===== src/rtl/mem_access_initiator_if.sv =====
// -----------------------------------------------------------------------------
// mem_access_initiator_if
//   Valid/ready request + response bundle between the memory-stage initiator
//   and a multi-cycle data memory.
//
//   Request  (master -> slave): req_valid, req_write, req_addr, req_wdata,
//                               req_wstrb
//   Handshake (slave -> master): req_ready
//   Response (slave -> master): rsp_valid, rsp_rdata, rsp_error
// -----------------------------------------------------------------------------
interface mem_access_initiator_if #(
    parameter int WORD = 64
);
    logic            req_valid;
    logic            req_write;
    logic [WORD-1:0] req_addr;
    logic [WORD-1:0] req_wdata;
    logic [7:0]      req_wstrb;
    logic            req_ready;
    logic            rsp_valid;
    logic [WORD-1:0] rsp_rdata;
    logic            rsp_error;

    modport master (
        output req_valid, req_write, req_addr, req_wdata, req_wstrb,
        input  req_ready, rsp_valid, rsp_rdata, rsp_error
    );

    modport slave (
        input  req_valid, req_write, req_addr, req_wdata, req_wstrb,
        output req_ready, rsp_valid, rsp_rdata, rsp_error
    );
endinterface


===== src/rtl/mem_access_initiator.sv =====
// -----------------------------------------------------------------------------
// mem_access_initiator
//   Bus-master side of the LEGv8 data-memory interface. Converts the memory
//   stage controls into a single valid/ready request, stalls the datapath
//   until the response arrives, and returns lane-extracted, extended load
//   data. Misaligned or conflicting requests, bus errors and response
//   timeouts are reported with a one-cycle fault pulse.
//
//   Ports:
//     clk, reset_n          clock, synchronous active-low reset
//     mem_read, mem_write   load / store request levels from the datapath
//     address, write_data   byte address, right-aligned store data
//     size, sign_ext        00 byte .. 11 dword; sign-extend loads
//     stall                 combinational hold for the datapath
//     done, fault           registered one-cycle completion / fault pulses
//     read_data             registered load result, held until next load
//     bus                   master modport of mem_access_initiator_if
// -----------------------------------------------------------------------------
module mem_access_initiator #(
    parameter int WORD    = 64,
    parameter int TIMEOUT = 255
) (
    input  logic            clk,
    input  logic            reset_n,
    input  logic            mem_read,
    input  logic            mem_write,
    input  logic [WORD-1:0] address,
    input  logic [WORD-1:0] write_data,
    input  logic [1:0]      size,
    input  logic            sign_ext,
    output logic            stall,
    output logic            done,
    output logic            fault,
    output logic [WORD-1:0] read_data,
    mem_access_initiator_if.master bus
);

    typedef enum logic [1:0] {
        S_IDLE,
        S_REQ,
        S_WAIT,
        S_DONE
    } state_e;

    localparam logic [7:0] TIMEOUT_CNT = 8'(TIMEOUT);

    state_e          state_q,     state_d;
    logic            req_valid_q, req_valid_d;
    logic            req_write_q, req_write_d;
    logic [WORD-1:0] req_addr_q,  req_addr_d;
    logic [WORD-1:0] req_wdata_q, req_wdata_d;
    logic [7:0]      req_wstrb_q, req_wstrb_d;
    logic [WORD-1:0] read_data_q, read_data_d;
    logic            done_q,      done_d;
    logic            fault_q,     fault_d;
    logic [7:0]      cnt_q,       cnt_d;
    logic [2:0]      offset_q,    offset_d;
    logic [1:0]      size_q,      size_d;
    logic            sign_q,      sign_d;

    logic            aligned;
    logic            legal_req;
    logic            illegal_req;
    logic [7:0]      size_mask;
    logic [WORD-1:0] shifted;
    logic [WORD-1:0] load_val;

    // Request classification and store lane mask (pure functions of inputs).
    always_comb begin
        // NOTE: every always_comb output gets a default first so no path can
        // leave it unassigned and infer a latch.
        aligned   = 1'b1;
        size_mask = 8'hFF;
        case (size)
            2'b00:   begin aligned = 1'b1;                  size_mask = 8'h01; end
            2'b01:   begin aligned = (address[0] == 1'b0);   size_mask = 8'h03; end
            2'b10:   begin aligned = (address[1:0] == 2'b0); size_mask = 8'h0F; end
            default: begin aligned = (address[2:0] == 3'b0); size_mask = 8'hFF; end
        endcase
        legal_req   = (mem_read ^ mem_write) & aligned;
        // Both controls high is treated exactly like a misaligned access.
        illegal_req = (mem_read & mem_write) | ((mem_read ^ mem_write) & ~aligned);
    end

    // Load lane extraction from the full aligned response dword.
    always_comb begin
        shifted  = bus.rsp_rdata >> {offset_q, 3'b000};
        load_val = shifted;
        case (size_q)
            2'b00:   load_val = {{(WORD-8){sign_q & shifted[7]}},   shifted[7:0]};
            2'b01:   load_val = {{(WORD-16){sign_q & shifted[15]}}, shifted[15:0]};
            2'b10:   load_val = {{(WORD-32){sign_q & shifted[31]}}, shifted[31:0]};
            default: load_val = shifted;
        endcase
    end

    // Next-state logic for the access FSM and all registered outputs.
    always_comb begin
        state_d     = state_q;
        req_valid_d = 1'b0;
        req_write_d = req_write_q;
        req_addr_d  = req_addr_q;
        req_wdata_d = req_wdata_q;
        req_wstrb_d = req_wstrb_q;
        read_data_d = read_data_q;
        done_d      = 1'b0;
        fault_d     = 1'b0;
        cnt_d       = cnt_q;
        offset_d    = offset_q;
        size_d      = size_q;
        sign_d      = sign_q;

        case (state_q)
            S_IDLE: begin
                if (legal_req) begin
                    state_d     = S_REQ;
                    req_valid_d = 1'b1;
                    req_write_d = mem_write;
                    req_addr_d  = {address[WORD-1:3], 3'b000};
                    req_wdata_d = mem_write ? (write_data << {address[2:0], 3'b000}) : '0;
                    req_wstrb_d = mem_write ? (size_mask << address[2:0]) : 8'h00;
                    offset_d    = address[2:0];
                    size_d      = size;
                    // Extension is meaningless for a full dword.
                    sign_d      = sign_ext & (size != 2'b11);
                end else if (illegal_req) begin
                    fault_d = 1'b1;
                end
            end
            S_REQ: begin
                if (bus.req_ready) begin
                    state_d = S_WAIT;
                    cnt_d   = '0;
                end else begin
                    req_valid_d = 1'b1;
                end
            end
            S_WAIT: begin
                // A response on the final timeout cycle still wins.
                if (bus.rsp_valid) begin
                    state_d = S_DONE;
                    done_d  = 1'b1;
                    fault_d = bus.rsp_error;
                    if (!req_write_q) begin
                        read_data_d = bus.rsp_error ? '0 : load_val;
                    end
                end else if (cnt_q == TIMEOUT_CNT) begin
                    state_d = S_DONE;
                    done_d  = 1'b1;
                    fault_d = 1'b1;
                end else begin
                    cnt_d = cnt_q + 8'd1;
                end
            end
            default: begin
                state_d = S_IDLE;
            end
        endcase
    end

    always_ff @(posedge clk) begin
        // NOTE: sequential state uses non-blocking assignments so every flop
        // samples its pre-edge value regardless of statement order.
        if (!reset_n) begin
            state_q     <= S_IDLE;
            req_valid_q <= 1'b0;
            req_write_q <= 1'b0;
            req_addr_q  <= '0;
            req_wdata_q <= '0;
            req_wstrb_q <= 8'h00;
            read_data_q <= '0;
            done_q      <= 1'b0;
            fault_q     <= 1'b0;
            cnt_q       <= '0;
            offset_q    <= '0;
            size_q      <= '0;
            sign_q      <= 1'b0;
        end else begin
            state_q     <= state_d;
            req_valid_q <= req_valid_d;
            req_write_q <= req_write_d;
            req_addr_q  <= req_addr_d;
            req_wdata_q <= req_wdata_d;
            req_wstrb_q <= req_wstrb_d;
            read_data_q <= read_data_d;
            done_q      <= done_d;
            fault_q     <= fault_d;
            cnt_q       <= cnt_d;
            offset_q    <= offset_d;
            size_q      <= size_d;
            sign_q      <= sign_d;
        end
    end

    // Stall is the only combinational output: it must cover the IDLE cycle
    // in which a legal request is first seen.
    assign stall = reset_n & (((state_q == S_IDLE) & legal_req) |
                              (state_q == S_REQ) | (state_q == S_WAIT));

    assign done          = done_q;
    assign fault         = fault_q;
    assign read_data     = read_data_q;
    assign bus.req_valid = req_valid_q;
    assign bus.req_write = req_write_q;
    assign bus.req_addr  = req_addr_q;
    assign bus.req_wdata = req_wdata_q;
    assign bus.req_wstrb = req_wstrb_q;

endmodule


===== src/flat_wrapper.sv =====
// flat-port wrapper written by rule: the top's interface ports become plain ports
module mem_access_initiator_flat 
#(
    parameter int WORD    = 64,
    parameter int TIMEOUT = 255
)
  (clk, reset_n, mem_read, mem_write, address, write_data, size, sign_ext, stall, done, fault, read_data, bus_req_valid, bus_req_write, bus_req_addr, bus_req_wdata, bus_req_wstrb, bus_req_ready, bus_rsp_valid, bus_rsp_rdata, bus_rsp_error);
  mem_access_initiator_if #(.WORD(WORD)) bus_i ();
  input  logic clk;
  input  logic reset_n;
  input  logic mem_read;
  input  logic mem_write;
  input  logic [WORD-1:0] address;
  input  logic [WORD-1:0] write_data;
  input  logic [1:0] size;
  input  logic sign_ext;
  output logic stall;
  output logic done;
  output logic fault;
  output logic [WORD-1:0] read_data;
  output wire logic [$bits(bus_i.req_valid)-1:0] bus_req_valid;
  output wire logic [$bits(bus_i.req_write)-1:0] bus_req_write;
  output wire logic [$bits(bus_i.req_addr)-1:0] bus_req_addr;
  output wire logic [$bits(bus_i.req_wdata)-1:0] bus_req_wdata;
  output wire logic [$bits(bus_i.req_wstrb)-1:0] bus_req_wstrb;
  input wire logic [$bits(bus_i.req_ready)-1:0] bus_req_ready;
  input wire logic [$bits(bus_i.rsp_valid)-1:0] bus_rsp_valid;
  input wire logic [$bits(bus_i.rsp_rdata)-1:0] bus_rsp_rdata;
  input wire logic [$bits(bus_i.rsp_error)-1:0] bus_rsp_error;
  assign bus_req_valid = bus_i.req_valid;
  assign bus_req_write = bus_i.req_write;
  assign bus_req_addr = bus_i.req_addr;
  assign bus_req_wdata = bus_i.req_wdata;
  assign bus_req_wstrb = bus_i.req_wstrb;
  assign bus_i.req_ready = bus_req_ready;
  assign bus_i.rsp_valid = bus_rsp_valid;
  assign bus_i.rsp_rdata = bus_rsp_rdata;
  assign bus_i.rsp_error = bus_rsp_error;
  mem_access_initiator #(.WORD(WORD), .TIMEOUT(TIMEOUT)) u_core (.clk(clk), .reset_n(reset_n), .mem_read(mem_read), .mem_write(mem_write), .address(address), .write_data(write_data), .size(size), .sign_ext(sign_ext), .stall(stall), .done(done), .fault(fault), .read_data(read_data), .bus(bus_i));
endmodule

===== config.mk =====
export PLATFORM = sky130hd
export DESIGN_NAME = mem_access_initiator_flat
export DESIGN_NICKNAME = d
export VERILOG_FILES = /design/src/rtl/mem_access_initiator_if.sv /design/src/rtl/mem_access_initiator.sv /design/src/flat_wrapper.sv
export SDC_FILE = /design/constraint.sdc
export NUM_CORES = 1
export LEC_CHECK = 0
export BUFFER_PORTS_ARGS = -buffer_cell sky130_fd_sc_hd__clkbuf_2
export CAP_MARGIN = 20
export CORE_AREA = 2 2 156 158
export CTS_CLUSTER_DIAMETER = 120
export DETAILED_ROUTE_END_ITERATION = 7
export DIE_AREA = 0 0 158 160
export HOLD_SLACK_MARGIN = 0.12
export PLACE_DENSITY = 0.88
export SYNTH_ARGS = -nofsm -noshare
export SYNTH_HDL_FRONTEND = slang
export SYNTH_SLANG_ARGS = --single-unit

===== constraint.sdc =====
create_clock -name clk -period 2.7 [get_ports clk]
set_input_delay 0.54 -clock clk [delete_from_list [all_inputs] [get_ports clk]]
set_output_delay 0.54 -clock clk [all_outputs]
set_load 0.05 [all_outputs]

# == After elaboration in Yosys (flattened, before gate mapping) ==
# Index checks and enable logic that the tools add are counted.
# word_totals
register_bits,217
input_bits,202
output_inout_bits,205
# op_classes
addsub,1
eq_ne,13
shifts,3
muxes,24
bitwise_logic,16
reduce_logical,11
# op_table
cell,count
$pmux W64 S3,1
$mux W64,2
$shl A64 B6 Y64,1
$shr A64 B6 Y64,1
$mux W8,4
$pmux W8 S3,1
$pmux W8 S2,1
$and A1 B1 Y1,9
$add A8 B1 Y8 const B,1
$eq A8 B8 Y1 const B,1
$logic_not A2 Y1,4
$mux W2,4
$ne A2 B2 Y1 const B,4
$shl A8 B3 Y8,1
$mux W1,7
$eq A2 B1 Y1 const B,3
$eq A2 B2 Y1 const B,3
$pmux W2 S3,1
$reduce_and A3 Y1,2
$pmux W1 S2,2
$reduce_and A2 Y1,2
$reduce_and A4 Y1,1
$logic_not A3 Y1,1
$ne A3 B2 Y1 const B,1
6 further kinds,10

# == Depth between registers and ports, before layout ==
# logic_depth
ltp_word,8
ltp_mapped,10

# == Least setup slack after synthesis ==
# OpenSTA, ideal clock, no wires.
# synth_timing
path_type,input to output
startpoint,in size[1]
endpoint,out stall
t_arrival_ns,1.977
slack_ns,0.183
stages,5
n_path_buf,2
path_cell_list,o21ai_0 o2111a_1 buf_2 buf_1 o31a_1
# synth_via
elab_chain_cells,7
elab_cells_between_ends,9
# synth_lines
element,line_no,text
start: declaration,flat_wrapper.sv:15,input logic [1:0] size;
"$eq A2 B2 Y1, or another cell as far along",mem_access_initiator.sv:74,case (size)
$pmux W1 S3 (*),mem_access_initiator.sv:74,
$and A1 B1 Y1 (*),mem_access_initiator.sv:80,legal_req = (mem_read ^ mem_write) & aligned;
$and A1 B1 Y1 (*),mem_access_initiator.sv:197,assign stall = reset_n & (((state_q == S_IDLE) & legal_req) |
$or A1 B1 Y1 (*),mem_access_initiator.sv:197,
$or A1 B1 Y1 (*),mem_access_initiator.sv:198,(state_q == S_REQ) | (state_q == S_WAIT));
$and A1 B1 Y1 (*),mem_access_initiator.sv:197,
end: declaration,flat_wrapper.sv:17,output logic stall;
# Every way passes the cells marked *; elsewhere a longest branch is shown, timed or not.

# == Final worst setup path ==
# layout_timing
startpoint,reg u_core.state_q[1]
endpoint,out stall
# layout_via
elab_chain_cells,5
elab_cells_between_ends,7
# layout_lines
element,line_no,text
start: declaration,mem_access_initiator.sv:47,"state_e state_q, state_d;"
start signal: assignment,mem_access_initiator.sv:179,state_q <= state_d;
$logic_not A2 Y1,mem_access_initiator.sv:197,
$and A1 B1 Y1,mem_access_initiator.sv:197,
$or A1 B1 Y1,mem_access_initiator.sv:197,
$or A1 B1 Y1 (*),mem_access_initiator.sv:198,
$and A1 B1 Y1 (*),mem_access_initiator.sv:197,
# Marks and branches as above.

==> flow_summary_export.csv <==
group,metric,value,unit
logic_synthesis,ys_seq_elements,217,
pwr,total_power,9.76,mW
grt,antenna_found_initial,4,
detailed_routing,final_antenna_net_count,0,
placement,port_buffers,403,
critical_path,cp_max_fo,10,
placement,postPlaceCellArea,0.0142,sq mm
placement,dp_cells,2013,
finish,drive_above_1_share,36.1,%
logic_synthesis,yosysUniqueCellTypes,59,
min_path,min_from,"address[6]",
floorplan,row_count,57,
detailed_routing,detail_route.wl_per_cell,20.6,microns
sta,finalCriticalPeriod,2.60,ns
detailed_routing,num_vias,12199,
critical_path,path_cells,"inv_1 > ha_1 > o2111a_4 > o31a_1 > buf_2",
finish,final_area,0.0150,sq mm
grt,grt_use_met3,8.74,%
sta,period_share,96.3,%
sta,maxSlewViolCount,0,
detailed_routing,wirelength,42400,microns
placement,place_congestion,1.00,
sta,final_hold_viol_count,0,
critical_path,reg2reg_slack,0.28,ns
pwr,intPower,6.28,mW
floorplan,die_x,158,microns
critical_path,cp_top_family,"compound AO/OA/AOI/OAI gates",
grt,grtUsageMet1,37.5,%
pwr,power_frac_comb,28.8,%
logic_synthesis,yosysMostFrequentCell,"nand2_1",
floorplan,core,0.0238,sq mm
floorplan,start_util,50.0,%
grt,grt_pass1_wl,63800,microns
grt,grt_max_degree,93,
critical_path,worstPathArrival,2.06,ns
clocking,clock_sinks,217,
pwr,power.switching,3.48,mW
clocking,cts_tree,"yes",
critical_path,cpPeakStageDelay,0.37,ns
critical_path,required,2.16,ns
floorplan,io_pins,407,
critical_path,r2r_end,"u_core.read_data[44]",
logic_synthesis,netlist_top_cells_area,"dfxtp_1, nand2_1, mux2_2, a21boi_0, mux2i_1",
critical_path,cp-start-kind,"flop",
grt,grt_overflow,0,
sta,setup-violations-final,0,
clocking,h-tree-depth,1,
job,maxCapViolCount,0,
pwr,p_per_area,650,mW/mm^2
logic_synthesis,async_reset_ff_share,0,%
detailed_routing,drc,0,
grt,grt-busiest-layer,"met2",
sta,slew_headroom,28.5,%
finish,layout.nets,1924,
min_path,whs_path_depth,3,
clocking,hold_buffers,0,
critical_path,rr_worst_depth,4,
floorplan,dieArea,0.0253,sq mm
critical_path,cp-end-kind,"output pin",
grt,gr-usage-met2,51.6,%
grt,grtUsageTotal,32.0,%
floorplan,die_h,160,microns
clocking,numCtsBuffers,25,
sta,fmax,385,MHz
min_path,whs_endpoint,"u_core.bus.req_addr[6]",
logic_synthesis,avgSynthCellArea,8.72,sq um
logic_synthesis,yosysTopAreaCellShare,36.5,%
logic_synthesis,netlist_instances,1366,
sta,fin_skew,0.0131,ns
logic_synthesis,seq_area_frac_synth,36.5,%
clocking,root_buffer,"clkbuf_16",
pwr,power_leakage,6.26,nW
placement,hpwl,31100,microns
logic_synthesis,synthTopCellsByCount,"nand2_1, dfxtp_1, a21boi_0",
logic_synthesis,syn-cell-area,0.0119,sq mm
logic_synthesis,yosys_warnings,0,
critical_path,cp_slowest_cell,"o2111a_4",
clocking,cts_max_path_buffers,3,
clocking,insertion_delay,0.53,ns
pwr,share_seq_of_total_power,36.1,%
sta,worst_pin_slew,1.07,ns
grt,first_global_vias,11678,
finish,fill_cells,2009,
critical_path,path_buf_inv,2,
outcome,status,"finished, final reports clean",
critical_path,critical_path_class,"reg2out",
pwr,sw_frac_of_total,35.7,%
sta,grt_setup_unrepaired,"false",
pwr,power_frac_clock,35.1,%
critical_path,r2r_start,"u_core.offset_q[1]",
clocking,path_clk_slew,0.06,ns
finish,syn_to_final_growth,26.1,%
logic_synthesis,synthFlopType,"dfxtp_1",
sta,finalSetupTns,0,ns
logic_synthesis,synth_edf_count,0,
logic_synthesis,yosysTopAreaCell,"dfxtp_1",
detailed_routing,drt_iter0_markers,1256,
detailed_routing,via_per_inst,5.92,
finish,fin_cells,2060,
min_path,hold_class,"in2reg",
detailed_routing,dr.pass1.iters,5,
pwr,ir_drop,0.572,mV
[cell families (layout without fill, tap and decap cells)]
family / after synthesis / in the layout / share of synthesized area (%)
fa+ha+maj: 6 / 6 / 0.630
other cells: 1 / 6 / 0.0315
mux: 175 / 175 / 18.5
xor+xnor: 6 / 6 / 0.441
compound gates: 343 / 343 / 20.4
simple gates: 485 / 485 / 18.6
buf+inv: 133 / 498 / 4.96
flops: 217 / 217 / 36.5
[flip-flops by register name, summed over array words and instances, names as in the netlist]
name,flops
u_core.bus.req_wdata,64
u_core.read_data,64
u_core.bus.req_addr,61
u_core.bus.req_wstrb,8
u_core.cnt_q,8
u_core.offset_q,3
u_core.size_q,2
u_core.state_q,2
u_core.bus.req_valid,1
u_core.bus.req_write,1
u_core.done,1
u_core.fault,1
u_core.sign_q,1
[cells in the final DEF (no fill, tap or decap), types with 10 or more instances in the layout]
master,count
clkbuf_2,399
nand2_1,276
dfxtp_1,215
a21boi_0,98
o21ai_0,74
mux2i_1,73
mux2_2,73
nor2b_1,58
buf_4,42
nand3_1,41
nor2_1,40
a21oi_1,39
a22oi_1,31
mux4_2,29
clkbuf_16,25
o31ai_2,21
a211oi_1,17
o22ai_1,16
and2_1,15
nor3_1,11
o2111ai_1,10
[how the worst max path moves through the flow]
stage                            from                      end  slack, ns  cells after the start
finish              u_core.state_q[1]                    stall        0.1                      5
global placement           address[2]  u_core.bus.req_addr[31]       0.23                      6
CTS                 u_core.state_q[1]                    stall       0.06                      5
global route        u_core.state_q[0]                    stall      0.004                      5
floorplan                     size[1]                    stall       0.18                      5
detailed placement         address[2]  u_core.bus.req_addr[33]       0.10                      6
[metrics by stage]
| stage | hold slack (ns) | utilization [%] | setup slack, ns |
|---|---|---|---|
| 2_1_floorplan | 0.453 | - | 0.183 |
| 3_3_place_gp | 0.437 | 59.6 | 0.228 |
| 3_5_place_dp | 0.442 | 59.6 | 0.102 |
| 4_1_cts | 0.218 | 63.1 | 0.0564 |
| 5_1_grt | 0.240 | 63.1 | 0.00404 |
| 6_report | 0.231 | 63.1 | 0.0997 |
[area by class of cell]
type	count	area [sq um]	share of cell area, %
Multi-Input combinational cell	1018	7010	46.7
Sequential cell	217	4350	28.9
Timing Repair Buffer	447	2400	16.0
Clock buffer	35	733	4.88
Tap cell	324	405	2.70
Clock inverter	9	93.8	0.624
Inverter	7	26.3	0.175
Antenna cell	3	7.51	0.0500
[tightest hold or removal path, delay by kind of cell]
kind                   cells  cell delay, ns
buffers and inverters      1            0.08
AOI/OAI and AO/OA          1            0.06
and+or+nand+nor            1            0.04
[power groups by stage]
stage / clock network, mW / registers (mW) / logic (mW)
2_1_floorplan: 0 / 4.15 / 1.36
3_3_place_gp: 0 / 3.58 / 2.72
3_5_place_dp: 0 / 3.59 / 2.76
4_1_cts: 3.45 / 3.52 / 2.77
5_1_grt: 3.58 / 3.55 / 2.98
6_report: 3.42 / 3.53 / 2.81
[metal layers]
layer	routed length (microns)	share of wire, %
met1	15700	37
met2	19300	45
met3	4480	11
met4	2930	6.9
met5	0	0
[timing repair]
item,4_1_cts,5_1_grt
setup endpoints to repair,0,1
buffers inserted,0,0
resized for setup,0,1
endpoints found under the hold margin,0,0
(Power assumes the default switching activity.)
